**src/rtl/ddr_line_mover.sv**
```systemverilog
// Cache-side front end of the DDR controller: arbitrates line fills and evicts,
// issues one burst per line and streams beats between cache and controller.
module ddr_line_mover #(
  parameter int unsigned DDR_DATA_WIDTH = 128,
  parameter int unsigned DDR_ADDR_WIDTH = 28,
  parameter int unsigned LINE_BEATS     = 8,
  parameter int unsigned TIMEOUT        = 4096
) (
  input  logic                                               clk,
  input  logic                                               rst,
  input  logic                                               init_calib_complete,
  input  logic                                               fill_req,
  input  logic [DDR_ADDR_WIDTH-1:0]                          fill_addr,
  output logic                                               fill_ack,
  output logic [DDR_DATA_WIDTH-1:0]                          fill_data,
  output logic                                               fill_valid,
  output logic [((LINE_BEATS > 1) ? $clog2(LINE_BEATS) : 1)-1:0] fill_idx,
  output logic                                               fill_done,
  input  logic                                               wbuf_we,
  input  logic [((LINE_BEATS > 1) ? $clog2(LINE_BEATS) : 1)-1:0] wbuf_idx,
  input  logic [DDR_DATA_WIDTH-1:0]                          wbuf_data,
  input  logic                                               evict_req,
  input  logic [DDR_ADDR_WIDTH-1:0]                          evict_addr,
  output logic                                               evict_ack,
  output logic                                               evict_done,
  output logic                                               busy,
  output logic                                               err_timeout,
  output logic                                               rd_burst_req,
  output logic [9:0]                                         rd_burst_len,
  output logic [DDR_ADDR_WIDTH-1:0]                          rd_burst_addr,
  input  logic                                               rd_burst_data_valid,
  input  logic [DDR_DATA_WIDTH-1:0]                          rd_burst_data,
  input  logic                                               rd_burst_finish,
  output logic                                               wr_burst_req,
  output logic [9:0]                                         wr_burst_len,
  output logic [DDR_ADDR_WIDTH-1:0]                          wr_burst_addr,
  input  logic                                               wr_burst_data_req,
  output logic [DDR_DATA_WIDTH-1:0]                          wr_burst_data,
  input  logic                                               wr_burst_finish
);

  localparam int unsigned DW = DDR_DATA_WIDTH;
  localparam int unsigned IW = (LINE_BEATS > 1) ? $clog2(LINE_BEATS) : 1;
  localparam int unsigned WW = $clog2(TIMEOUT + 1);

  typedef enum logic [2:0] {
    IDLE, RD_ISSUE, RD_DATA, WR_ISSUE, WR_DATA, FINISH
  } state_t;

  state_t          state_q, state_d;
  logic            grant_rd, grant_wr;
  logic            last_wr;
  logic            wbuf_lock;
  logic            in_data, wd_expire;
  logic [IW-1:0]   rd_beat, wr_beat;
  logic [WW-1:0]   wd_cnt;
  logic [DW-1:0]   wbuf [LINE_BEATS];

  assign rd_burst_len = 10'(LINE_BEATS);
  assign wr_burst_len = 10'(LINE_BEATS);
  assign in_data      = (state_q == RD_DATA) || (state_q == WR_DATA);
  assign wd_expire    = (wd_cnt == WW'(TIMEOUT - 1));

  // Next-state and grant decode; round-robin only matters on a collision
  always_comb begin
    state_d  = state_q;
    grant_rd = 1'b0;
    grant_wr = 1'b0;
    unique case (state_q)
      IDLE: begin
        if (init_calib_complete) begin
          if (fill_req && evict_req) begin
            grant_rd = last_wr;
            grant_wr = !last_wr;
          end else begin
            grant_rd = fill_req;
            grant_wr = evict_req;
          end
          if (grant_rd)      state_d = RD_ISSUE;
          else if (grant_wr) state_d = WR_ISSUE;
        end
      end
      RD_ISSUE: state_d = RD_DATA;
      WR_ISSUE: state_d = WR_DATA;
      RD_DATA:  if (rd_burst_finish || wd_expire) state_d = FINISH;
      WR_DATA:  if (wr_burst_finish || wd_expire) state_d = FINISH;
      FINISH:   state_d = IDLE;
      default:  state_d = IDLE;
    endcase
  end

  always_ff @(posedge clk or posedge rst) begin
    if (rst) begin
      state_q       <= IDLE;
      last_wr       <= 1'b1;
      wbuf_lock     <= 1'b0;
      rd_beat       <= '0;
      wr_beat       <= '0;
      wd_cnt        <= '0;
      fill_ack      <= 1'b0;
      evict_ack     <= 1'b0;
      fill_data     <= '0;
      fill_valid    <= 1'b0;
      fill_idx      <= '0;
      fill_done     <= 1'b0;
      evict_done    <= 1'b0;
      busy          <= 1'b0;
      err_timeout   <= 1'b0;
      rd_burst_req  <= 1'b0;
      rd_burst_addr <= '0;
      wr_burst_req  <= 1'b0;
      wr_burst_addr <= '0;
      wr_burst_data <= '0;
    end else begin
      state_q      <= state_d;
      busy         <= (state_d != IDLE);
      fill_ack     <= grant_rd;
      evict_ack    <= grant_wr;
      rd_burst_req <= (state_q == RD_ISSUE);
      wr_burst_req <= (state_q == WR_ISSUE);
      fill_done    <= (state_q == RD_DATA) && (state_d == FINISH);
      evict_done   <= (state_q == WR_DATA) && (state_d == FINISH);
      fill_valid   <= 1'b0;

      if (grant_rd) rd_burst_addr <= fill_addr;
      if (grant_wr) wr_burst_addr <= evict_addr;
      if (grant_rd || grant_wr) last_wr <= grant_wr;

      // Buffer stays locked from the evict grant until the write burst ends
      if (grant_wr) wbuf_lock <= 1'b1;
      else if ((state_q == WR_DATA) && (state_d == FINISH)) wbuf_lock <= 1'b0;

      if ((state_q == RD_DATA) && rd_burst_data_valid) begin
        fill_data  <= rd_burst_data;
        fill_valid <= 1'b1;
        fill_idx   <= rd_beat;
        rd_beat    <= (rd_beat == IW'(LINE_BEATS - 1)) ? '0 : rd_beat + IW'(1);
      end

      // Registered read lines data up with the controller's registered wren
      if ((state_q == WR_DATA) && wr_burst_data_req) begin
        wr_burst_data <= wbuf[wr_beat];
        wr_beat       <= (wr_beat == IW'(LINE_BEATS - 1)) ? '0 : wr_beat + IW'(1);
      end

      if (in_data) begin
        wd_cnt <= wd_cnt + WW'(1);
        if (wd_expire) err_timeout <= 1'b1;
      end

      if (state_q == FINISH) begin
        rd_beat <= '0;
        wr_beat <= '0;
        wd_cnt  <= '0;
      end
    end
  end

  // Line buffer: contents survive reset
  always_ff @(posedge clk) begin
    if (wbuf_we && !wbuf_lock) wbuf[wbuf_idx] <= wbuf_data;
  end

endmodule
```
**config.mk**
```make
export PLATFORM = sky130hd
export DESIGN_NAME = ddr_line_mover
export DESIGN_NICKNAME = d
export VERILOG_FILES = /design/src/rtl/ddr_line_mover.sv
export SDC_FILE = /design/constraint.sdc
export NUM_CORES = 1
export LEC_CHECK = 0
export CAP_MARGIN = 25
export CORE_UTILIZATION = 34
export CTS_BUF_LIST = sky130_fd_sc_hd__clkbuf_8
export DETAILED_ROUTE_END_ITERATION = 10
export GPL_TIMING_DRIVEN = 0
export PLACE_DENSITY = 0.56
export RECOVER_POWER = 100
export SLEW_MARGIN = 20
export SYNTH_ARGS = -nofsm -noshare
export SYNTH_HDL_FRONTEND = slang
export SYNTH_SLANG_ARGS = --single-unit
```
**constraint.sdc**
```tcl
create_clock -name clk -period 26.1 [get_ports clk]
set_input_delay 5.22 -clock clk [delete_from_list [all_inputs] [get_ports clk]]
set_output_delay 5.22 -clock clk [all_outputs]
set_load 0.01 [all_outputs]
```
==> impl_metrics.yaml <==
floorplanning:
  start_util_pct: 34.3
  dieArea_mm2: 0.153
  die_w_um: 392
  row_count: 142
  io_pins: 669
  chipHeight_um: 392
  core_region_area_mm2: 0.150
clock_network:
  cts_setup_buffers: 0
  clkLatencyLatePin_ns: 0.95
  tritoncts: "yes"
  cts_hold_buffers: 0
  htree_num_levels: 4
  cts_sinks: 1372
  clock-root-buffer: "clkbuf_8"
  numCtsBuffers: 225
  clk_pin_slew_ns: 0.06
  ctsResizeCount: 0
  cts_max_path_buffers: 3
sta:
  fin_setup_tns_ns: 0
  relSlewSlack_pct: -215
  setup_viol: 0
  fin_crit_ns: 13.67
  fmax_mhz: 73.1
  tightest_slew_ns: 4.72
  skew_ns: 0.0486
  drv_slew: 329
  finalHoldViolCount: 0
  post-route-period-util_pct: 52.4
  rsz0062_at_grt: "false"
final_layout:
  final_util_pct: 43.7
  final_cell_mix: "edfxtp_1 (1024), dlygate4sd3_1 (459), dfrtp_1 (347)"
  syn_to_final_growth_pct: 27.3
  final_common_cell: "edfxtp_1"
  drive_gt1_share_pct: 22.7
  nets: 3808
outcome:
  violations: "capacitance limit, slew limit"
  status: "finished with violations"
worst_hold_path:
  hold_path_depth: 1
  min_from: "err_timeout$_DFFE_PP0P_"
  min_to: "err_timeout$_DFFE_PP0P_"
  hp-class: "reg -> reg"
critical_path:
  cp-end-kind: "async pin"
  crit_required_ns: 26.33
  cpPeakStageDelay_ns: 3.35
  cp_cell_sequence: "dlygate4sd3_1 -> clkinvlp_2 -> clkbuf_1 -> buf_16 -> clkbuf_1"
  ff2ff_path_depth: 5
  crit_slowest_cell: "clkbuf_1"
  path_class: "in -> async"
  critPathMaxFanout: 90
  rrSetupSlack_ns: 20.28
  cp_common_cell: "clkbuf_1"
  arrival_ns: 13.90
  startpoint_type: "input pin"
  rr_startpoint: "wbuf_lock$_DFFE_PP0P_"
  regToRegEndpoint: "wbuf[3][69]$_DFFE_PP_"
power:
  vdd_ir_drop_max_mv: 0.0513
  power_density_mw_per_mm2: 101
  pwr-share-seq_pct: 42.5
  leakage_nw: 23.3
  power.total_mw: 6.60
  combPwrFrac_pct: 28.3
  switching_share_pct: 29.4
  switchingPower_mw: 1.94
  clock_power_share_pct: 29.2
  power.internal_mw: 4.66
detailed_routing:
  drtIter0Drc: 1718
  vias_per_cell: 4.80
  wl_per_cell_um: 24.7
  wl_mm: 141
  drcViolationCount: 0
  vias: 27400
  final_antenna_net_count: 0
  first_pass_iters: 5
logic_synthesis:
  synth_ff_type: "edfxtp_1"
  syn_area_per_cell_um2: 20.8
  yosys_warnings: 0
  syn-instance-count: 2486
  netlist_area_mm2: 0.0516
  ys_types: 51
  synth-edff-count: 1024
  ys_seq_area_share_pct: 76.5
  ys_ff_latch: 1372
  synthArstFlopShare_pct: 25.4
placement:
  place_congestion: 0.760
  dpl.hpwl_mm: 97.2
  place.port_buffers: 648
grt:
  grt-busiest-layer: "met2"
  grt_max_degree: 91
  grt_use_met2_pct: 32.5
  grt_use_total_pct: 18.3
  global_route.usage.met3_pct: 5.18
  grt_pass1_vias: 28300
  gr-total-overflow: 0
  use_met1_pct: 21.5
  antenna_found_initial: 73
  grt_pass1_wl_mm: 201
flow_run:
  drv_cap: 10
-- power by group through the flow --
stage	Clock [mW]	Combinational, mW	Sequential, mW
5_1_grt	2.08	2.02	2.84
3_3_place_gp	0	2.02	2.89
6_report	1.93	1.87	2.81
3_5_place_dp	0	2.06	2.86
2_1_floorplan	0	0.969	2.96
4_1_cts	2.00	2.06	2.82
-- cells in the mapped netlist, types with 2 or more instances --
| cell type | count | area, um2 |
|---|---|---|
| edfxtp_1 | 1024 | 30700 |
| dfrtp_1 | 347 | 8680 |
| mux4_2 | 256 | 5770 |
| mux2_2 | 170 | 1910 |
| nand2_1 | 152 | 571 |
| mux2i_1 | 133 | 1330 |
| o21ai_1 | 108 | 541 |
| buf_2 | 62 | 310 |
| buf_4 | 34 | 255 |
| buf_6 | 29 | 327 |
| o21ai_0 | 26 | 130 |
| clkbuf_1 | 24 | 90.1 |
| mux2_1 | 19 | 214 |
| nor2_1 | 18 | 67.6 |
| a21oi_1 | 8 | 40.0 |
| nand3_1 | 8 | 40.0 |
| inv_1 | 7 | 26.3 |
| and3_1 | 5 | 31.3 |
| ha_1 | 5 | 62.6 |
| xor2_1 | 5 | 43.8 |
| nor3_1 | 4 | 20.0 |
| nand2b_1 | 3 | 18.8 |
| nand3b_1 | 3 | 22.5 |
| a21o_1 | 2 | 15.0 |
| a31o_1 | 2 | 17.5 |
| conb_1 | 2 | 7.51 |
| nand4_1 | 2 | 12.5 |
| nor2_2 | 2 | 12.5 |
| nor4b_4 | 2 | 47.6 |
| o22ai_1 | 2 | 12.5 |
| xnor2_1 | 2 | 17.5 |
-- stage by stage --
| stage | std cells | setup WS, ns | instance area (um2) | hold WS (ns) |
|---|---|---|---|---|
| floorplan | 2504 | 10.95 | 51700 | 0.442 |
| global placement | 5168 | -1.25 | 60700 | 0.451 |
| detailed placement | 5267 | 17.39 | 62300 | 0.457 |
| CTS | 5688 | 18.44 | 67100 | 0.467 |
| global route | 5693 | 10.50 | 65700 | 0.479 |
| finish | 5705 | 12.43 | 65700 | 0.460 |
-- kinds of logic after synthesis --
group,count (synthesis),synth area share [%]
flops,1372,76.5
mux,578,17.9
simple gates,209,1.84
buf+inv,157,1.96
compound gates,156,1.59
xor+xnor,7,0.119
fa+ha+maj,5,0.121
other cells,2,0.0146
-- worst max-delay path by stage --
stage                                    to         from  slack, ns  cells after the start
2_1_floorplan          wbuf[0][0]$_DFFE_PP_  wbuf_idx[2]      10.95                      2
4_1_cts               wbuf[0][95]$_DFFE_PP_      wbuf_we      18.44                     11
3_3_place_gp          wbuf[0][95]$_DFFE_PP_      wbuf_we      -1.25                      3
5_1_grt        wr_burst_data[6]$_DFFE_PP0P_          rst      10.50                      5
6_report       wr_burst_data[2]$_DFFE_PP0P_          rst      12.43                      5
3_5_place_dp          wbuf[0][97]$_DFFE_PP_      wbuf_we      17.39                     11
-- worst max-delay path, delay by kind of cell --
kind	cells	cell delay, ns
buffers and inverters	5	8.36
-- final cells by class --
| class | count | area [um2] |
|---|---|---|
| Clock inverter | 160 | 1120 |
| Fill cell | 13300 | 84600 |
| Sequential cell | 1372 | 39500 |
| Tap cell | 2016 | 2520 |
| Clock buffer | 261 | 3590 |
| Multi-Input combinational cell | 975 | 11200 |
| Timing Repair Buffer | 747 | 6880 |
| Antenna cell | 17 | 42.5 |
| Inverter | 8 | 31.3 |
| Buffer | 149 | 891 |
-- state kept, by name, summed over array words and instances, names as in the netlist, 3 cells and up --
name and flops:
rd_burst_addr 28, wr_burst_data 128, state_q 3, rd_beat 3, fill_idx 3, wbuf 1024, wd_cnt 13, fill_data 128
wr_burst_addr 28, wr_beat 3
-- routing by layer --
layer  part of all wire [%]  routed length, um
met5                   0.18                258
met4                    2.5               3480
met3                    7.1               9950
met2                     52              73300
met1                     38              53900
No activity file was read; power rests on OpenSTA's default activity.
